File: src/rtl/sum_accumulator.sv
// ---------------------------------------------------------------------------
// sum_accumulator
//
// First sequential stage after the combinational 4-bit adder. Each accepted
// sample is the adder result {cout,sum}. NUM_SAMPLES samples are summed
// (modulo 2^ACC_W) into acc_out. Once the set is complete, the total is
// presented with acc_valid and held until out_ack. The overflow flag is
// sticky for the duration of a run.
//
// Ports:
//   clk         in   system clock, rising-edge
//   rst         in   synchronous active-high reset
//   start       in   begin a new run (honoured only when idle)
//   sum         in   [DATA_W-1:0] adder sum
//   cout        in   adder carry-out
//   in_valid    in   sum/cout valid this cycle
//   in_ready    out  a sample is accepted this cycle if in_valid is high
//   acc_out     out  [ACC_W-1:0] running / final total
//   acc_valid   out  acc_out is final and stable
//   out_ack     in   consumer has taken acc_out
//   overflow    out  accumulator wrapped during the current run (sticky)
//   sample_cnt  out  [CNT_W-1:0] samples accepted in the current run
// ---------------------------------------------------------------------------
module sum_accumulator #(
  parameter int DATA_W      = 4,
  parameter int ACC_W       = 8,
  parameter int NUM_SAMPLES = 4,
  parameter int CNT_W       = 4
) (
  input  logic              clk,
  input  logic              rst,
  input  logic              start,
  input  logic [DATA_W-1:0] sum,
  input  logic              cout,
  input  logic              in_valid,
  output logic              in_ready,
  output logic [ACC_W-1:0]  acc_out,
  output logic              acc_valid,
  input  logic              out_ack,
  output logic              overflow,
  output logic [CNT_W-1:0]  sample_cnt
);

  typedef enum logic [1:0] {
    IDLE  = 2'd0,
    ACCUM = 2'd1,
    DONE  = 2'd2
  } state_t;

  // Count value held by the counter while the final sample of a run is
  // being accepted.
  localparam logic [CNT_W-1:0] LP_LAST_IDX = CNT_W'(NUM_SAMPLES - 1);

  // Zero-extends the adder result and adds it to the current total; the
  // top bit of the result is the wrap indication.
  function automatic logic [ACC_W:0] f_acc_add(
    input logic [ACC_W-1:0] acc,
    input logic [DATA_W:0]  smp
  );
    f_acc_add = {1'b0, acc} + (ACC_W + 1)'(smp);
  endfunction

  state_t             r_state;
  state_t             w_state_nxt;
  logic [ACC_W-1:0]   r_acc;
  logic               r_ovf;
  logic [CNT_W-1:0]   r_cnt;

  logic               w_accept;
  logic               w_last;
  logic               w_start_run;
  logic [ACC_W:0]     w_sum_ext;

  assign in_ready    = (r_state == ACCUM);
  assign acc_valid   = (r_state == DONE);
  assign w_accept    = in_valid && in_ready;
  assign w_last      = (r_cnt == LP_LAST_IDX);
  assign w_start_run = (r_state == IDLE) && start;
  assign w_sum_ext   = f_acc_add(r_acc, {cout, sum});

  assign acc_out    = r_acc;
  assign overflow   = r_ovf;
  assign sample_cnt = r_cnt;

  always_comb begin
    w_state_nxt = r_state;
    case (r_state)
      IDLE:    if (start)              w_state_nxt = ACCUM;
      ACCUM:   if (w_accept && w_last) w_state_nxt = DONE;
      DONE:    if (out_ack)            w_state_nxt = IDLE;
      default:                         w_state_nxt = IDLE;
    endcase
  end

  always_ff @(posedge clk) begin
    if (rst) begin
      r_state <= IDLE;
      r_acc   <= '0;
      r_ovf   <= 1'b0;
      r_cnt   <= '0;
    end else begin
      r_state <= w_state_nxt;
      if (w_start_run) begin
        r_acc <= '0;
        r_ovf <= 1'b0;
        r_cnt <= '0;
      end else if (w_accept) begin
        r_acc <= w_sum_ext[ACC_W-1:0];
        if (w_sum_ext[ACC_W]) r_ovf <= 1'b1;
        r_cnt <= r_cnt + 1'b1;
      end
    end
  end

endmodule

File: config.mk
export PLATFORM = sky130hd
export DESIGN_NAME = sum_accumulator
export DESIGN_NICKNAME = d
export VERILOG_FILES = /design/src/rtl/sum_accumulator.sv
export SDC_FILE = /design/constraint.sdc
export NUM_CORES = 1
export LEC_CHECK = 0
export CAP_MARGIN = 0
export CORE_MARGIN = 3
export CORE_UTILIZATION = 46
export CTS_BUF_LIST = sky130_fd_sc_hd__clkbuf_8
export CTS_CLUSTER_DIAMETER = 100
export DETAILED_ROUTE_END_ITERATION = 7
export PLACE_DENSITY_LB_ADDON = 0.08
export SLEW_MARGIN = 20
export SYNTH_ARGS = -nofsm -noshare
export SYNTH_HDL_FRONTEND = slang
export SYNTH_SLANG_ARGS = --single-unit
File: constraint.sdc
create_clock -name clk -period 2.43 [get_ports clk]
set_clock_uncertainty 0.1 [all_clocks]
set_input_delay 0.486 -clock clk [delete_from_list [all_inputs] [get_ports clk]]
set_output_delay 0.486 -clock clk [all_outputs]
set_load 0.01 [all_outputs]
**After elaboration in Yosys (flattened, before gate mapping)**

Index checks and enable logic that the tools add are counted.

- Add/subtract/negate cells: 2
- Equality and inequality tests: 6
- Mux-type cells: 4
- Reduce and logical (&&, ||, !) cells: 7

Operators with widths:

| kind | count |
|---|---|
| 8-bit by 5-bit adder with 9-bit output | 1 |
| 2-bit two-way mux | 3 |
| 2-bit one-hot mux with 3 select lines | 1 |
| 4-bit by 1-bit adder with 4-bit output, second input constant | 1 |
| 4-bit by 2-bit == test with 1-bit output, second input constant | 1 |
| 2-bit by 1-bit inequality test with 1-bit output, second input constant | 2 |
| 1-bit logical AND | 3 |
| 3-bit AND reduction | 1 |
| 2-bit by 1-bit == test with 1-bit output, second input constant | 1 |
| 2-bit == test, second input constant | 1 |
| 2-bit zero test | 1 |
| 2-bit inequality test, second input constant | 1 |
| 2-bit AND reduction | 1 |
| 2-bit OR reduction | 1 |

- Flip-flop bits (word level): 15

**Depth between registers and ports, before layout**

- Depth after elaboration: 5
- Depth in mapped cells: 8
- Depth with buffers taken out: 8

**Least setup slack after synthesis**

Ideal clock, no wire load.

- Kind: in2reg
- Start: input port sum[0]
- End: register r_acc[6] (netlist: acc_out[6])
- Setup time: 128 ps
- Data arrival time: 1690 ps
- Data required time: 2202 ps
- Setup slack: 512 ps
- Stages on the path: 8
- Buffers on the path: 0
- Path through: ha_1 -> inv_1 -> fa_1 -> nand2b_1 -> a21oi_1 -> o211ai_1 -> xor2_1 -> nor2_1

- Cells in the longest elaborated chain, start to end: 1

RTL lines:

| element | RTL line | RTL |
|---|---|---|
| from (decl) | 33 | `input logic [DATA_W-1:0] sum,` |
| 8-bit by 5-bit adder with 9-bit output | 60 | `f_acc_add = {1'b0, acc} + (ACC_W + 1)'(smp);` |
| to (signal assigned) | 108 | `r_acc <= w_sum_ext[ACC_W-1:0];` |
| to (decl) | 65 | `logic [ACC_W-1:0] r_acc;` |

Every way passes these cells.
A chain may end at the register's enable or synchronous reset.

**Final worst setup path**

- Start: input port sum[0]
- End: register r_acc[4] (netlist: acc_out[4])

The elaborated chain is that of the path after synthesis.

==> impl_metrics.env <==
export IMPL_outcome="complete, no violations"
export IMPL_async_flop_share_pct=0
export IMPL_final_cell_area_sq_mm=0.00109
export IMPL_cts_made_buffers=3
export IMPL_p_leak_nw=0.432
export IMPL_yosysMostFrequentCell="dfxtp_1"
export IMPL_grt_usage_pct=18.7
export IMPL_synth_top_area_share_pct=38.5
export IMPL_ys_types=27
export IMPL_ys_ff_latch=15
export IMPL_clockRootBuffer="clkbuf_8"
export IMPL_slew_violations=0
export IMPL_synth_top_family_by_area="simple AND/OR/NAND/NOR gates"
export IMPL_grt_overflow=0
export IMPL_period_share_pct=91.6
export IMPL_synth_common_cells="dfxtp_1 (15), nor2_1 (12), a21oi_1 (11), nand2_1 (10), ha_1 (6)"
export IMPL_io_buffer_count=24
export IMPL_die_width_microns=47.2
export IMPL_rows=14
export IMPL_ios=25
export IMPL_drive_above_1_share_pct=5.00
export IMPL_postPlaceCellArea_sq_mm=0.00104
export IMPL_sw_frac_of_total_pct=23.6
export IMPL_avgViaCountPerCell=5.42
export IMPL_wl_per_cell_microns=12.7
export IMPL_cp_start_kind="primary input"
export IMPL_fmax_mhz=449
export IMPL_required_ns=2.45
export IMPL_cts_sinks=15
export IMPL_power_uw=525
export IMPL_yosysTopAreaCell="dfxtp_1"
export IMPL_drv_cap=0
export IMPL_synthTopCellsByArea="dfxtp_1 (39%), ha_1 (9.6%), a21oi_1 (7.1%), nor2_1 (5.8%), nand2_1 (4.8%)"
export IMPL_worst_slack_ns=0.203
export IMPL_firstDrtPassIters=4
export IMPL_finalNetCount=138
export IMPL_grt_setup_unrepaired="false"
export IMPL_fillers=120
export IMPL_hold_buffers=0
export IMPL_routed_top_layer="met4"
export IMPL_worst_pin_slew_ns=0.448
export IMPL_met1_length_microns=791
export IMPL_synth_edff_count=0
export IMPL_irDropWorstVdd_uv=416
export IMPL_path_clk_slew_ns=0.06
export IMPL_p_per_area_mw_per_mm2=482
export IMPL_antenna_cells=0
export IMPL_cp_data_arrival_time_ns=2.25
export IMPL_drt_total_wl_microns=1730
export IMPL_die_h_microns=47.2
export IMPL_ys_flop_type="dfxtp_1"
export IMPL_max_stage_delay_ns=0.46
export IMPL_synth_compound_area_share_pct=17.2
export IMPL_hold_viol_final=0
export IMPL_core_area_sq_mm=0.00156
export IMPL_synth_nets=109
export IMPL_postSynthAreaPerCell_sq_um=8.47
export IMPL_slowest_stage="clkdlybuf4s50_1"
export IMPL_syn_area_sq_um=779
export IMPL_cp_num_buf_inv=3
export IMPL_final_setup_viol_count=0
export IMPL_hold_path_class="reg -> reg"
export IMPL_cts_tree="done"
export IMPL_cp_max_fo=3
export IMPL_p_switching_uw=124
export IMPL_synth_simple_area_share_pct=20.4
export IMPL_syn2layout_area_growth_pct=39.6
export IMPL_crit_path_end_kind="flip-flop"
export IMPL_initial_core_util_pct=50.0
export IMPL_post_synth_mux_area_share_pct=0
export IMPL_comb_power_share_pct=13.8
export IMPL_crit_type="in -> reg"
export IMPL_drc=0
export IMPL_cts_resized=0
export IMPL_grt_max_degree=14
export IMPL_p_seq_share_pct=48.8
export IMPL_grt_pass1_vias=705
export IMPL_place_ws_ns=-0.0572
export IMPL_synth_warnings=0
export IMPL_met3_length_microns=93
export IMPL_synthXorXnorAreaFrac_pct=7.87
export IMPL_netlist_instances=92
export IMPL_rrSetupSlack_ns=0.53
export IMPL_period_minus_slack_ns=2.23
export IMPL_wl_met2_microns=826
export IMPL_ys_seq_area_share_pct=38.5
export IMPL_internal_power_uw=401
export IMPL_cp_common_cell="a21oi_1"
export IMPL_grt_pass1_wl_microns=2950
export IMPL_antenna_found_initial=0
export IMPL_max_slew_margin_rel_pct=70.1
export IMPL_synth_fa_ha_area_share_pct=12.2
export IMPL_cts_max_path_buffers=2
export IMPL_pwr_share_clk_pct=37.4
export IMPL_post_cts_setup_buffers=0
export IMPL_fin_util_pct=69.8
export IMPL_dieArea_sq_mm=0.00222
export IMPL_num_vias=737
export IMPL_hold_slack_ns=0.342
export IMPL_htree_levels=1
export IMPL_place_congestion=0.848
export IMPL_worstPathCellList="clkdlybuf4s50_1, ha_1, inv_1, fa_1, nand2b_1, a21oi_1, buf_4, nor2_1, o21ai_1, a21oi_1"
export IMPL_dp_hpwl_microns=1320
export IMPL_clk_latency_ns=0.25
export IMPL_first_iter_violations=15
export IMPL_cp_top_family="buffers and inverters"
export IMPL_final_antenna_net_count=0
-- kinds of logic (layout without fill, tap and decap cells) --
| kind of cell | count (synthesis) | after routing |
|---|---|---|
| and+or+nand+nor | 34 | 34 |
| xor gates and xnor gates | 7 | 7 |
| adders and majority gates | 7 | 7 |
| buffers and inverters | 7 | 35 |
| DFF | 15 | 15 |
| AOI/OAI and AO/OA | 22 | 22 |
-- power by group through the flow --
stage | logic (mW) | clock network, mW | registers [mW]
final | 0.0723 | 0.196 | 0.256
after global routing | 0.0807 | 0.212 | 0.257
after CTS | 0.0728 | 0.202 | 0.256
after detailed placement | 0.0724 | 0 | 0.262
after global placement | 0.0709 | 0 | 0.261
after floorplan | 0.0365 | 0 | 0.262
-- cell type report --
class,count,area [sq um],share of cell area (%)
clock buffers,3,41.3,3.79
clock inverters,1,3.75,0.345
inverters,5,18.8,1.72
multi-input cells,70,449,41.3
flip-flops and latches,15,300,27.6
well taps,16,20.0,1.84
repair buffers,26,255,23.4
-- metal layers --
| layer | GRT usage (%) | up-vias |
|---|---|---|
| li1 | - | 370 |
| met1 | 22.0 | 346 |
| met2 | 32.2 | 19 |
| met3 | 7.66 | 2 |
| met4 | 3.31 | 0 |
| met5 | 0 | - |
-- sequential cells by signal, summed over array words and instances (netlist names) --
name,count
acc_out,8
r_state,2
sample_cnt,4
overflow,1
-- tightest hold or removal path: cells and delay by family, from the launching register on --
family                 cells  cell delay, ns
DFF                        1            0.30
AOI/OAI and AO/OA          1            0.05
buffers and inverters      1            0.04
-- through the flow --
stage	TNS, ns	std cells
floorplan	0	92
global placement	-0.0157	132
detailed placement	-0.128	132
CTS	0	136
global route	0	136
finish	0	136
-- path summary, 6_finish.rpt --
path / from / to / depth (start not counted)
setup reg to reg: acc_out[0]$_SDFFE_PP0P_ / acc_out[4]$_SDFFE_PP0P_ / 9
hold reg to reg: overflow$_SDFFE_PP0P_ / overflow$_SDFFE_PP0P_ / 2
setup / recovery: sum[0] / acc_out[4]$_SDFFE_PP0P_ / 10
hold / removal: overflow$_SDFFE_PP0P_ / overflow$_SDFFE_PP0P_ / 2
-- placed cells by master (no fill, tap or decap), drive strengths merged, types with 2 or more instances in the layout --
cell | Yosys | final
clkbuf | 1 | 3
xnor2 | 4 | 4
nand3 | 2 | 2
a21o | 3 | 3
inv | 5 | 6
o211ai | 2 | 2
o21ai | 3 | 3
dfxtp | 15 | 15
a21oi | 11 | 11
clkdlybuf4s50 | 0 | 24
nand2b | 2 | 2
buf | 1 | 2
ha | 6 | 6
xor2 | 3 | 3
nand2 | 10 | 10
nor2 | 12 | 12
nand4 | 2 | 2
Power figures use the tool's default switching activity.
